## src/rtl/touch_event_decoder.sv

```systemverilog
`default_nettype none
// ============================================================================
//  Module      : touch_event_decoder
//  Description : Synchronises and debounces the combined touch level, then
//                classifies presses into TAP / DOUBLE_TAP / LONG_PRESS events
//                delivered through a 1-deep valid/ready output register.
//  Revision    : 1.0 - initial release
// ============================================================================
module touch_event_decoder #(
  parameter int unsigned DEBOUNCE_CYCLES = 1_000_000,
  parameter int unsigned LONG_CYCLES     = 80_000_000,
  parameter int unsigned GAP_CYCLES      = 25_000_000,
  parameter int unsigned CNT_W           = 27
) (
  input  logic       clk,
  input  logic       rst,
  input  logic       touched,
  input  logic       evt_ready,
  output logic       evt_valid,
  output logic [1:0] evt_code,
  output logic       evt_drop,
  output logic       pressed
);

  localparam int unsigned c_dw = (DEBOUNCE_CYCLES > 1) ? $clog2(DEBOUNCE_CYCLES) : 1;

  localparam logic [c_dw-1:0]  c_deb_last  = c_dw'(DEBOUNCE_CYCLES - 1);
  localparam logic [CNT_W-1:0] c_long_last = CNT_W'(LONG_CYCLES - 1);
  localparam logic [CNT_W-1:0] c_gap_last  = CNT_W'(GAP_CYCLES - 1);
  localparam logic [CNT_W-1:0] c_cnt_max   = {CNT_W{1'b1}};

  localparam logic [1:0] c_code_none   = 2'b00;
  localparam logic [1:0] c_code_tap    = 2'b01;
  localparam logic [1:0] c_code_double = 2'b10;
  localparam logic [1:0] c_code_long   = 2'b11;

  // The hold/gap counter must be able to reach both terminal counts.
  generate
    if ((64'(LONG_CYCLES) > (64'd1 << CNT_W)) || (64'(GAP_CYCLES) > (64'd1 << CNT_W))) begin : g_cnt_w_check
      $error("touch_event_decoder: CNT_W too small for LONG_CYCLES/GAP_CYCLES");
    end
  endgenerate

  typedef enum logic [1:0] {
    ST_IDLE     = 2'd0,
    ST_PRESS    = 2'd1,
    ST_GAP      = 2'd2,
    ST_WAIT_REL = 2'd3
  } state_t;

  logic             r_sync1;
  logic             r_sync2;
  logic             r_deb;
  logic [c_dw-1:0]  r_dcnt;
  state_t           r_state;
  state_t           w_state_nxt;
  logic [CNT_W-1:0] r_cnt;
  logic [CNT_W-1:0] w_cnt_nxt;
  logic [CNT_W-1:0] w_cnt_inc;
  logic             w_deb_commit;
  logic             w_rise;
  logic             w_fall;
  logic             w_emit;
  logic [1:0]       w_emit_code;
  logic             r_evt_valid;
  logic [1:0]       r_evt_code;
  logic             r_evt_drop;

  // The debounced level changes on the edge where the stable count completes;
  // rise/fall mark that edge so the FSM moves in lockstep with deb.
  assign w_deb_commit = (r_sync2 != r_deb) && (r_dcnt == c_deb_last);
  assign w_rise       = w_deb_commit &  r_sync2;
  assign w_fall       = w_deb_commit & ~r_sync2;
  assign w_cnt_inc    = (r_cnt == c_cnt_max) ? r_cnt : r_cnt + 1'b1;

  // Two-flop synchroniser for the asynchronous touch level.
  always_ff @(posedge clk or negedge rst) begin
    if (!rst) begin
      r_sync1 <= 1'b0;
      r_sync2 <= 1'b0;
    end else begin
      r_sync1 <= touched;
      r_sync2 <= r_sync1;
    end
  end

  // Debouncer: deb follows s only after it has differed for DEBOUNCE_CYCLES.
  always_ff @(posedge clk or negedge rst) begin
    if (!rst) begin
      r_deb  <= 1'b0;
      r_dcnt <= '0;
    end else if (r_sync2 == r_deb) begin
      r_dcnt <= '0;
    end else if (w_deb_commit) begin
      r_deb  <= r_sync2;
      r_dcnt <= '0;
    end else begin
      r_dcnt <= r_dcnt + 1'b1;
    end
  end

  // Classifier state and hold/gap counter registers.
  always_ff @(posedge clk or negedge rst) begin
    if (!rst) begin
      r_state <= ST_IDLE;
      r_cnt   <= '0;
    end else begin
      r_state <= w_state_nxt;
      r_cnt   <= w_cnt_nxt;
    end
  end

  // Classifier next state and event emission; a rise in GAP beats the timeout.
  always_comb begin
    w_state_nxt = r_state;
    w_cnt_nxt   = r_cnt;
    w_emit      = 1'b0;
    w_emit_code = c_code_none;
    case (r_state)
      ST_IDLE: begin
        if (w_rise) begin
          w_state_nxt = ST_PRESS;
          w_cnt_nxt   = '0;
        end
      end
      ST_PRESS: begin
        if (r_cnt == c_long_last) begin
          w_emit      = 1'b1;
          w_emit_code = c_code_long;
          w_state_nxt = w_fall ? ST_IDLE : ST_WAIT_REL;
          w_cnt_nxt   = '0;
        end else if (w_fall) begin
          w_state_nxt = ST_GAP;
          w_cnt_nxt   = '0;
        end else begin
          w_cnt_nxt   = w_cnt_inc;
        end
      end
      ST_GAP: begin
        if (w_rise) begin
          w_emit      = 1'b1;
          w_emit_code = c_code_double;
          w_state_nxt = ST_WAIT_REL;
          w_cnt_nxt   = '0;
        end else if (r_cnt == c_gap_last) begin
          w_emit      = 1'b1;
          w_emit_code = c_code_tap;
          w_state_nxt = ST_IDLE;
          w_cnt_nxt   = '0;
        end else begin
          w_cnt_nxt   = w_cnt_inc;
        end
      end
      ST_WAIT_REL: begin
        if (w_fall) begin
          w_state_nxt = ST_IDLE;
        end
      end
      default: begin
        w_state_nxt = ST_IDLE;
        w_cnt_nxt   = '0;
      end
    endcase
  end

  // Output register: holds a pending event until accepted, drops new ones when full.
  always_ff @(posedge clk or negedge rst) begin
    if (!rst) begin
      r_evt_valid <= 1'b0;
      r_evt_code  <= c_code_none;
      r_evt_drop  <= 1'b0;
    end else begin
      r_evt_drop <= w_emit & r_evt_valid & ~evt_ready;
      if (w_emit && (!r_evt_valid || evt_ready)) begin
        r_evt_valid <= 1'b1;
        r_evt_code  <= w_emit_code;
      end else if (r_evt_valid && evt_ready) begin
        r_evt_valid <= 1'b0;
        r_evt_code  <= c_code_none;
      end
    end
  end

  assign evt_valid = r_evt_valid;
  assign evt_code  = r_evt_code;
  assign evt_drop  = r_evt_drop;
  assign pressed   = r_deb;

endmodule
`default_nettype wire
```

## config.mk

```make
export PLATFORM = sky130hd
export DESIGN_NAME = touch_event_decoder
export DESIGN_NICKNAME = d
export VERILOG_FILES = /design/src/rtl/touch_event_decoder.sv
export SDC_FILE = /design/constraint.sdc
export NUM_CORES = 1
export LEC_CHECK = 0
export BUFFER_PORTS_ARGS = -buffer_cell sky130_fd_sc_hd__buf_2
export CAP_MARGIN = 25
export CORE_MARGIN = 5
export CORE_UTILIZATION = 63
export DETAILED_ROUTE_END_ITERATION = 10
export GPL_TIMING_DRIVEN = 0
export PLACE_DENSITY = 0.85
export SLEW_MARGIN = 10
export SYNTH_ARGS = -nofsm -noshare
export SYNTH_HDL_FRONTEND = slang
export SYNTH_SLANG_ARGS = --single-unit
```

## constraint.sdc

```tcl
create_clock -name clk -period 3 [get_ports clk]
set_input_delay 0.3 -clock clk [delete_from_list [all_inputs] [get_ports clk]]
set_output_delay 0.3 -clock clk [all_outputs]
set_load 0.03 [all_outputs]
```

==> impl_results.md <==
* Routed via count divided by cell count at 6.31
* Fillers at 421
* Starting Density at 0.639
* Total I/O pin count at 9
* Sum of negative setup slack at 0 ns
* Routability congestion estimate at 0.946
* Count of placed standard cells including taps at 457
* Share of power burned in combinational logic at 0.027
* Ratio of total power to cell area at 330 mW/mm²
* Result of the run: completed
* Number of warnings reported in the yosys synthesis log at 0
* Port Buffers at 8
* DRC violations left at 0
* Number of buffers and inverters on the critical path at 1
* Post-synth EDFFs at 0
* Post-route clock period utilization at 0.931
* Fraction of post-synthesis cell area in the top cell type by area at 0.406
* Nets at 405
* Syn nets at 388
* RSZ-0062 raised after global routing: false
* Routed length on met1 at 3330 µm
* Tmin final at 2.79 ns
* Headroom to the max-slew limit at 0.527
* Vert. Die Dim at 84.1 µm
* Fraction of registers with async set/reset at 1.00
* First-pass GRT wire length at 13200 µm
* Total net switching power at 0.292 mW
* Top cells by area in the synthesized netlist: dfrtp_1, nor2_1, xnor2_1
* Largest fanout of any net on the critical path at 10
* Most frequent cells in the layout: dfrtp_1, nor2_1, nand3_1
* Floorplan Core Area at 0.00541 mm²
* Internal power at 0.935 mW
* CTS sink count at 56
* Final Hold Violating Endpoints at 0
* Slew Limit Fails at 0
* Via count at 2940
* Number of optimization iterations in the first detailed-route pass at 5
* Diode insertion count for antenna repair at 0
* Synthesized-area fraction occupied by xor and xnor cells at 0.0811
* Most frequent standard cell in the layout excluding fill and tap cells: dfrtp_1
* Clock Tree Buf Depth at 2
* Critical path endpoint category: flip-flop
* Fraction of layout cells with a size suffix above 1 at 0.117
* Largest incremental delay on the critical path at 0.57 ns
* Floorplan die width at 84.1 µm
* Basic-gate share of the synthesized area counting and, or, nand and nor cells at 0.345
* Element type at the critical path start: flip-flop
* Antenna Nets Post-Route at 0
* Combinational family with the most area after synthesis: simple AND/OR/NAND/NOR gates
* Cell type with the largest total area after synthesis: dfrtp_1
* DR iter-0 viols at 192
* Setup violations, final at 0
* Worst Path Arrival at 3.00 ns
* Hold slack at 0.0797 ns
* Overall power consumption at 1.23 mW
* Fraction of the yosys area taken by sequential cells at 0.406
* Total grt overflow at 0
* Maximum number of pins on one net before global-route repair at 37
* WL met2 at 3650 µm
* Area taken by multi-input logic gates at 0.00194 mm²
* Non-filler instance count after layout at 466
* LEAKAGE at 1.52 nW
* Synth Register Bits at 56
* Combined area of all synthesized cells at 0.00345 mm²
* H-tree depth at 2
* Wire length reported by the detailed router at 7550 µm
* Die area at 0.00706 mm²
* Root buf cell: clkbuf_8
* Layout Skew at 0.0115 ns
* Routed length on met3 at 460 µm
* Rows at 27
* Top layer used by detailed routing: met4
* Worst voltage drop across the vdd grid at 0.000266 V
* Number of clock buffers inserted by TritonCTS at 5
* Number of antenna violations at the first check in global routing at 0
* Transition at the pin with the smallest max-transition slack at 0.704 ns
* Crit path cell chain: or4_4, nor4_4, a31o_2, o22ai_1, nor2_4, buf_2, nor2_1
* Total area of sequential cells at 0.00140 mm²
* Critical setup path kind: flip-flop to flip-flop
* Clock transition time at the flip-flop clock pins of the worst setup and hold paths at 0.11 ns
* Part of the power in the clock network at 0.350
* Post-DR wirelength/cell at 16.2 µm
* Layout-stage area growth over the synthesis result at 7.68%
* Worst hold path type: input pin to flip-flop
* Overall track demand over capacity in global routing at 0.226
* Mux cell area share after synthesis at 0.00978
* Achievable Freq at 358 MHz
* Number of distinct library cell variants in the gate-level netlist after synthesis at 55
* Synthesized instance count at 376
* Post-Synth Adder-Cell Area at 0.0290
* Synthesized area per cell at 9.19 µm²
* Switching fraction of total power at 0.238
* Clock tree from TritonCTS: built
* Required time reported for the critical path endpoint at 3.20 ns
* Top flip-flop cell by instance count after synthesis: dfrtp_1
* Vias in the first global route at 2851
* Share of the synthesized area in compound gates (AO/OA/AOI/OAI) at 0.0920
* Clk Latency, worst-skew pair at 0.32 ns
* Max capacitance violation total at 0
* Slowest library cell on the worst path: or4_4
* Power share of the sequential group at 0.623
* Dominant delay contributor by cell family on the critical path: simple AND/OR/NAND/NOR gates
* Post-detailed-placement half-perimeter wirelength at 5500 µm
worst paths after layout:
check	from	slack, ns	depth (start not counted)	end
min	touched	0.08	1	r_sync1$_DFF_PN0_
max	r_dcnt[7]$_DFF_PN0_	0.21	7	r_cnt[23]$_DFFE_PN0P_
max in group asynchronous	rst	1.96	3	r_cnt[25]$_DFFE_PN0P_
max reg2reg	r_dcnt[7]$_DFF_PN0_	0.21	7	r_cnt[23]$_DFFE_PN0P_
min reg2reg	r_sync1$_DFF_PN0_	0.36	0	r_sync2$_DFF_PN0_
min in group asynchronous	rst	0.48	2	r_cnt[11]$_DFFE_PN0P_
cells in the mapped netlist (2+ instances only):
library cell / count
a211oi_1: 2
a21boi_0: 2
a21oi_1: 4
a22oi_1: 4
a31oi_1: 5
a32oi_1: 3
and2_1: 5
and3_1: 14
and4_1: 7
buf_1: 2
buf_2: 4
clkbuf_1: 11
dfrtp_1: 56
ha_1: 8
inv_1: 13
mux2_2: 3
nand2_1: 22
nand2b_1: 5
nand3_1: 27
nand4_1: 16
nor2_1: 48
nor2b_1: 2
nor3_1: 15
nor4_1: 8
nor4_2: 7
nor4_4: 2
nor4b_1: 2
nor4b_2: 4
nor4bb_1: 3
o211ai_1: 2
o21ai_0: 11
o22ai_1: 2
o31ai_1: 2
or3_1: 2
or4_1: 3
xnor2_1: 19
xor2_1: 13
flip-flops by register name (all words and copies together), names as in the netlist:
name and count:
r_sync2 1, pressed 1, r_sync1 1, r_state 2, r_dcnt 20, evt_drop 1, evt_code 2, r_cnt 27
evt_valid 1
kinds of logic (layout without fill, tap and decap cells):
kind of cell               count (synthesis)  in the layout
DFF                                       56             56
and+or+nand+nor                          200            200
muxes                                      3              3
adders and majority gates                  8              8
xor gates and xnor gates                  32             32
AOI/OAI and AO/OA                         46             46
buffers and inverters                     31             49
worst register-to-register path, stage by stage (launching register included):
cell     delay [ns]
dfrtp_1        0.46
or4_4          0.57
nor4_4         0.51
a31o_2         0.22
o22ai_1        0.22
nor2_4         0.33
buf_2          0.28
nor2_1         0.08
what timing repair did:
action                                 in CTS  in global routing
resized for setup                           0                  3
hold buffers                                1                  0
endpoints found under the hold margin      20                  0
buffers inserted                            0                  0
setup endpoints to repair                   0                 10
cell type report:
class,count,share of cell area
tap,72,0.0242
timing repair buffer,10,0.0188
sequential,56,0.377
clock buffer,5,0.0185
buffer,18,0.0215
inverter,13,0.0131
clock inverter,3,0.00572
multi-input combinational,289,0.521
power by group through the flow:
| stage | clock (mW) | sequential, mW | combinational [mW] |
|---|---|---|---|
| floorplan | 0 | 0.777 | 0.0111 |
| global placement | 0 | 0.778 | 0.0298 |
| detailed placement | 0 | 0.778 | 0.0344 |
| CTS | 0.439 | 0.763 | 0.0356 |
| global route | 0.471 | 0.764 | 0.0405 |
| finish | 0.429 | 0.763 | 0.0337 |
layer usage:
layer	GRT usage	up-vias
li1	-	1404
met2	0.375	111
met5	0	-
met4	0.0716	0
met3	0.0395	13
met1	0.301	1412
stage by stage:
stage,util,area [µm²],worst slack (ns)
4_1_cts,0.685,3700,0.0667
2_1_floorplan,-,3450,0.601
6_report,0.688,3720,0.206
3_5_place_dp,0.667,3600,0.0793
5_1_grt,0.688,3720,0.00324
3_3_place_gp,0.663,3580,0.162
Note: power is estimated with default switching activity, not from simulation.
